--- config.mk ---
export PLATFORM = sky130hd
export DESIGN_NAME = router_input_buffer
export DESIGN_NICKNAME = d
export VERILOG_FILES = /design/src/rtl/router_input_buffer.sv
export SDC_FILE = /design/constraint.sdc
export NUM_CORES = 1
export LEC_CHECK = 0
export ABC_AREA = 1
export BUFFER_PORTS_ARGS = -buffer_cell sky130_fd_sc_hd__buf_2
export CORE_UTILIZATION = 60
export CTS_BUF_LIST = sky130_fd_sc_hd__clkbuf_8
export DETAILED_ROUTE_END_ITERATION = 8
export PLACE_DENSITY = 0.88
export SYNTH_ARGS = -nofsm -noshare
export SYNTH_HDL_FRONTEND = slang
export SYNTH_SLANG_ARGS = --single-unit
--- constraint.sdc ---
create_clock -name clk -period 4.5 [get_ports clk]
set_input_delay 0.45 -clock clk [delete_from_list [all_inputs] [get_ports clk]]
set_output_delay 0.45 -clock clk [all_outputs]
set_load 0.01 [all_outputs]
--- src/rtl/router_input_buffer.sv ---
// router_input_buffer
// Router input stage: one FIFO per virtual channel, plus a per-VC
// head/body/tail framing checker. Flits that break packet framing are
// consumed but not stored, and a sticky error flag is raised for that VC.
// Each VC presents its head-of-line flit to the downstream stage with a
// one-cycle write-to-read latency.

module router_input_buffer #(
  parameter int FLIT_WIDTH = 34,
  parameter int N_VC       = 2,
  parameter int BUFF_DEPTH = 4
) (
  input  logic                                      clk,
  input  logic                                      arst,
  input  logic                                      in_valid,
  input  logic [((N_VC > 1) ? $clog2(N_VC) : 1)-1:0] in_vc,
  input  logic [FLIT_WIDTH-1:0]                     in_fdata,
  output logic [N_VC-1:0]                           in_ready,
  output logic [N_VC-1:0]                           out_valid,
  output logic [N_VC*FLIT_WIDTH-1:0]                out_fdata,
  input  logic [N_VC-1:0]                           out_ready,
  output logic [N_VC-1:0]                           pkt_active,
  output logic [N_VC-1:0]                           err_proto
);

  localparam int VC_W  = (N_VC > 1) ? $clog2(N_VC) : 1;
  localparam int PTR_W = $clog2(BUFF_DEPTH);

  localparam logic [1:0] FT_HEAD = 2'b00;
  localparam logic [1:0] FT_BODY = 2'b01;
  localparam logic [1:0] FT_TAIL = 2'b10;
  localparam logic [1:0] FT_HT   = 2'b11;

  typedef enum logic {
    ST_IDLE   = 1'b0,
    ST_IN_PKT = 1'b1
  } pkt_state_t;

  // Flit type lives in the top two bits of the flit.
  logic [1:0] in_type;
  assign in_type = in_fdata[FLIT_WIDTH-1 -: 2];

  // VC ids beyond N_VC select nothing, so such flits are silently ignored.
  logic vc_ok;
  assign vc_ok = ({1'b0, in_vc} < (VC_W+1)'(N_VC));

  genvar gi;
  generate
    for (gi = 0; gi < N_VC; gi++) begin : g_vc
      pkt_state_t            state_reg;
      pkt_state_t            state_next;
      logic [PTR_W:0]        wr_ptr_reg;
      logic [PTR_W:0]        wr_ptr_next;
      logic [PTR_W:0]        rd_ptr_reg;
      logic [PTR_W:0]        rd_ptr_next;
      logic                  err_reg;
      logic                  err_next;
      logic [FLIT_WIDTH-1:0] mem [BUFF_DEPTH];
      logic                  full;
      logic                  empty;
      logic                  accept;
      logic                  store;
      logic                  drop;
      logic                  pop;
      logic [PTR_W-1:0]      rd_idx;

      // Extra pointer MSB distinguishes full from empty when low bits match.
      assign full   = (wr_ptr_reg[PTR_W-1:0] == rd_ptr_reg[PTR_W-1:0]) &&
                      (wr_ptr_reg[PTR_W] != rd_ptr_reg[PTR_W]);
      assign empty  = (wr_ptr_reg == rd_ptr_reg);

      // Handshake depends only on registered fullness; dropped flits still complete.
      assign accept = in_valid && vc_ok && (in_vc == VC_W'(gi)) && !full;
      assign pop    = !empty && out_ready[gi];

      // Framing state register
      always_ff @(posedge clk or posedge arst) begin
        if (arst) begin
          state_reg <= ST_IDLE;
        end else begin
          state_reg <= state_next;
        end
      end

      // Framing next-state: only legal flits move the state
      always_comb begin
        state_next = state_reg;
        if (accept) begin
          case (state_reg)
            ST_IDLE:   if (in_type == FT_HEAD) state_next = ST_IN_PKT;
            ST_IN_PKT: if (in_type == FT_TAIL) state_next = ST_IDLE;
            default:   state_next = ST_IDLE;
          endcase
        end
      end

      // Framing outputs: decide whether an accepted flit is stored or dropped
      always_comb begin
        store = 1'b0;
        drop  = 1'b0;
        if (accept) begin
          case (state_reg)
            ST_IDLE:   store = (in_type == FT_HEAD) || (in_type == FT_HT);
            ST_IN_PKT: store = (in_type == FT_BODY) || (in_type == FT_TAIL);
            default:   store = 1'b0;
          endcase
          drop = !store;
        end
      end

      assign wr_ptr_next = wr_ptr_reg + (PTR_W+1)'(store);
      assign rd_ptr_next = rd_ptr_reg + (PTR_W+1)'(pop);
      assign err_next    = err_reg | drop;

      // Pointers and sticky error flag
      always_ff @(posedge clk or posedge arst) begin
        if (arst) begin
          wr_ptr_reg <= '0;
          rd_ptr_reg <= '0;
          err_reg    <= 1'b0;
        end else begin
          wr_ptr_reg <= wr_ptr_next;
          rd_ptr_reg <= rd_ptr_next;
          err_reg    <= err_next;
        end
      end

      // Flit storage; contents survive reset on purpose
      always_ff @(posedge clk) begin
        if (store) begin
          mem[wr_ptr_reg[PTR_W-1:0]] <= in_fdata;
        end
      end

      // When empty, show the most recently stored slot rather than a stale one.
      assign rd_idx = empty ? (rd_ptr_reg[PTR_W-1:0] - PTR_W'(1)) : rd_ptr_reg[PTR_W-1:0];

      assign out_fdata[gi*FLIT_WIDTH +: FLIT_WIDTH] = mem[rd_idx];
      assign out_valid[gi]  = !empty;
      assign in_ready[gi]   = !full;
      assign pkt_active[gi] = (state_reg == ST_IN_PKT);
      assign err_proto[gi]  = err_reg;
    end
  endgenerate

endmodule

# == After elaboration in Yosys (flattened, before gate mapping) ==
# Memories as Yosys holds them, arrays and structs flattened.
# Index checks and enable logic that the tools add are counted.
# totals
ff_bits,16
latchBits,0
mem_bits_rw,272
mem_bits_ro,0
out_inout_bits,76
n_memories,2
# mem_list
memory,depth,word_bits,rd,rd_clocked_by_memory_dff,wr,line_no,rtl
g_vc[0].mem,4,34,1,0,1,58,logic [FLIT_WIDTH-1:0] mem [BUFF_DEPTH];
g_vc[1].mem,4,34,1,0,1,58,
# classes
n_addsub,6
mul,0
div_mod_pow,0
n_lt_le_gt_ge,0
eq_ne,9
shift,0
mux,18
n_bitwise,5
n_reduce_logical,17
# op_table
op,n
adder 3 x 1 -> 3 bit,4
two-way mux 1 bit,12
logical AND 1 bit,8
case mux 1 bit (2 select lines),4
== test 3 bit,2
logical NOT 1 bit,6
== test 2 bit,2
== test 2 bit (second input constant),2
two-way mux 2 bit,2
subtractor 2 x 1 -> 2 bit (second input constant),2
NOT 1 bit,3
== test 2 x 1 -> 1 bit (second input constant),1
logical NOT 2 bit,1
logical OR 1 bit,2
!= test 1 bit,2
OR 1 bit,2

# == Logic depth before layout (Yosys ltp) ==
# logic_depth
ltp_word,8
ltp_mapped,10
depth_no_buf,9

# == Worst setup path before layout ==
# Ideal clock, no wire load.
# synth_timing
path_type,register to register
startpoint,register g_vc[1].wr_ptr_reg[1]
endpoint,"memory g_vc[1].mem[1][0], enable pin"
setup_time_ns,0.468
arrival_ns,3.420
required_ns,4.032
slack_ns,0.613
stages_incl_launch_ff,7
n_path_buf,0
synth_period_minus_slack_ns,3.887
cell_sequence,dfrtp_1 inv_2 nand2_1 nand2_1 nand4_1 nand3_1 nor3_1
# synth_via
elab_chain_len,7
# synth_lines
element,line_no,rtl
from (decl),52,logic [PTR_W:0] wr_ptr_reg;
from (signal assigned),122,wr_ptr_reg <= wr_ptr_next;
== test 2 bit,68,assign full = (wr_ptr_reg[PTR_W-1:0] == rd_ptr_reg[PTR_W-1:0]) &&
logical AND 1 bit,68,
logical NOT 1 bit,-,
net in_ready[1],18,"output logic [N_VC-1:0] in_ready,"
logical AND 1 bit,73,assign accept = in_valid && vc_ok && (in_vc == VC_W'(gi)) && !full;
two-way mux 1 bit,101,if (accept) begin
two-way mux 1 bit,130,if (store) begin
two-way mux 1 bit (implied by the code),131,mem[wr_ptr_reg[PTR_W-1:0]] <= in_fdata;
to (decl),58,
# The timed path passes the listed nets, and every way through them passes these cells.

# == Final worst setup path ==
# layout_timing
startpoint,register g_vc[1].wr_ptr_reg[0]
endpoint,output out_fdata[55]
# layout_via
elab_chain_len,3
# layout_lines
element,line_no,rtl
== test 3 bit,70,assign empty = (wr_ptr_reg == rd_ptr_reg);
two-way mux 2 bit,136,assign rd_idx = empty ? (rd_ptr_reg[PTR_W-1:0] - PTR_W'(1)) : rd_ptr_reg[PTR_W-1:0];
memory (4 x 34 bit),-,
to (decl),20,"output logic [N_VC*FLIT_WIDTH-1:0] out_fdata,"
# Every way passes these cells.

==> results.toml <==
[outcome]
outcome = "finished, violations left"
violations = "negative hold slack"

[timing]
setup_viol_count_final = 0
hold_ws_ns = -0.00266
rsz0062_at_grt = "no"
tightestPinTransition_ns = 0.879
final.setup.tns_ns = 0
final_max_slew_viol_count = 0
max_freq_mhz = 291
maxSlewHeadroom_pct = 41.2
finClkSkew_ns = 0.0232
fin_crit_ns = 3.43
period_share_pct = 76.3
hold_viol_final = 4

[routing]
viasPerCell = 5.64
drt_iter0_drc = 683
wirelength_um = 29700
postRouteAntennaNets = 0
avgRoutedWirePerCell_um = 19.0
dr.pass1.iters = 5
vias = 8784
drc_errors = 0

[synthesis]
async_flop_share_pct = 5.56
synth_edf_count = 272
synth_area_um2 = 12600
ys_types = 23
synth_warnings = 0
syn_inst = 1128
syn-num-nets = 1176
syn_area_per_cell_um2 = 11.1
ys.flop_type = "edfxtp_1"
synth_seq_cells = 288
ys_seq_area_share_pct = 68.2

[cts]
hold_buffers = 0
cts_buffers = 43
cts_resized = 0
clock_latency_ns = 0.54
cts_buffer_depth = 3
h-tree-depth = 2
ctsRootBufferMaster = "clkbuf_8"
postCtsSetupBuffers = 0
clkTransAtPathRegs_ns = 0.06
cts.sinks = 288
cts_tree = "built"

[power]
p_per_area_nw_per_um2 = 695
vdd_drop_max_uv = 525
p_total_mw = 9.82
leakage_nw = 6.27

[finish]
multi_input_area_um2 = 2890
largest_reg_flops = 272
fin_cells = 1558
layout-drive-gt1-share_pct = 16.8
fin_util_pct = 69.4
antennaDiodeCount = 0
syn_to_final_growth_pct = 12.4
final.fill_count = 1381
final_nets = 1306
seqCellArea_um2 = 8570

[run]
maxCapViolCount = 0

[global_route]
grt_antenna_before_repair = 1
track_usage_pct = 28.1
grt_pass1_vias = 8927
grt_max_degree = 36
grt_pass1_wl_um = 45900
grt_overflow_total = 0

[worst_setup_path]
crit_required_ns = 4.05
cp-start-kind = "flop"
endpoint_kind = "output pin"
cp.arrival_ns = 2.98
crit_type = "reg -> out"
path_max_fanout = 35

[floorplanning]
fp.dieArea_um2 = 21500
core_um2 = 20400
initial_utilization_pct = 61.7
rows = 52
die_height_um = 147
die_w_um = 147
ios = 116

[place]
dp_cells = 1483
dp_hpwl_um = 17000
routabilityCongestion = 0.814
portBuffers = 115

[hold_path]
min_path_type = "in -> async"
==> report_power, final <==
part	internal, mW	total, mW	switching [mW]	leakage, nW
logic	1.40	4.62	3.21	3.21
clock network	0.919	1.87	0.950	0.428
registers	3.20	3.33	0.132	2.64
==> synth_stat cells (8+ instances only) <==
cell type / instances / area share (%)
nand3_1: 206 / 8.2
nor3_1: 8 / 0.32
buf_2: 22 / 0.88
ha_1: 8 / 0.80
nand3b_1: 68 / 4.1
dfrtp_1: 16 / 3.2
nand2_1: 234 / 7.0
buf_4: 13 / 0.78
edfxtp_1: 272 / 65
nand2_2: 13 / 0.65
clkbuf_1: 12 / 0.36
inv_1: 221 / 6.6
==> layout make-up <==
cell class	count	area share, %
clock inverter	30	0.833
clock buffer	45	4.39
inverter	227	6.03
timing repair buffer	137	5.24
multi-input combinational	561	20.4
tap	270	2.39
sequential	288	60.7
==> critical path, cell delays in order (launching register included) <==
cell	delay, ns
dfrtp_1	0.45
inv_1	0.18
nand2_1	0.09
nand2_1	0.15
nand3_4	0.12
nand2_1	0.11
nand2_2	0.05
buf_4	0.25
inv_2	0.59
nand3_1	0.18
nand2_1	0.13
buf_2	0.14
==> cell usage in the layout (no fill, tap or decap), drive strengths merged <==
cell type,instances
edfxtp,272
nand2,247
inv,242
nand3,208
buf,137
nand3b,68
clkbuf,45
dfrtp,16
clkinv,14
nand4,10
nor3,8
ha,8
xor2,6
o21bai,2
o21ai,2
xnor2,1
nor2,1
clkinvlp,1
==> through the flow <==
stage	instance area, um2	setup slack [ns]	hold slack, ns
finish	14100	1.07	-0.00266
global route	14100	0.902	0.0261
CTS	14100	1.01	0.00454
detailed placement	13400	1.56	0.461
global placement	13400	1.79	0.462
floorplan	12600	0.613	0.364
==> layer usage <==
metal,GRT usage [%],share of wire [%]
met2,48.2,51
met4,14.5,3.8
met5,0,0
met1,34.3,36
met3,5.16,8.9
==> kinds of logic (layout without fill, tap and decap cells) <==
family | after synthesis | in the layout | share of synthesized area (%)
simple gates | 542 | 542 | 21.2
flops | 288 | 288 | 68.2
buf+inv | 279 | 439 | 9.12
fa+ha+maj | 8 | 8 | 0.797
xor+xnor | 7 | 7 | 0.488
compound gates | 4 | 4 | 0.199
==> path summary, 6_finish.rpt <==
kind | start | end | slack, ns | cells past startpoint
setup / recovery | g_vc[1].wr_ptr_reg[0] | out_fdata[55] | 1.07 | 11
hold / removal | arst | g_vc[0].rd_ptr_reg[2] | -0.003 | 2
setup reg to reg | g_vc[0].wr_ptr_reg[0] | g_vc[0].mem[3][30] | 1.87 | 7
hold reg to reg | g_vc[1].rd_ptr_reg[2] | g_vc[1].rd_ptr_reg[2] | 0.50 | 1
max in group asynchronous | arst | g_vc[1].rd_ptr_reg[1] | 4.08 | 2
min in group clk | in_fdata[8] | g_vc[1].mem[0][8] | 0.18 | 1
Power figures use the tool's default switching activity.
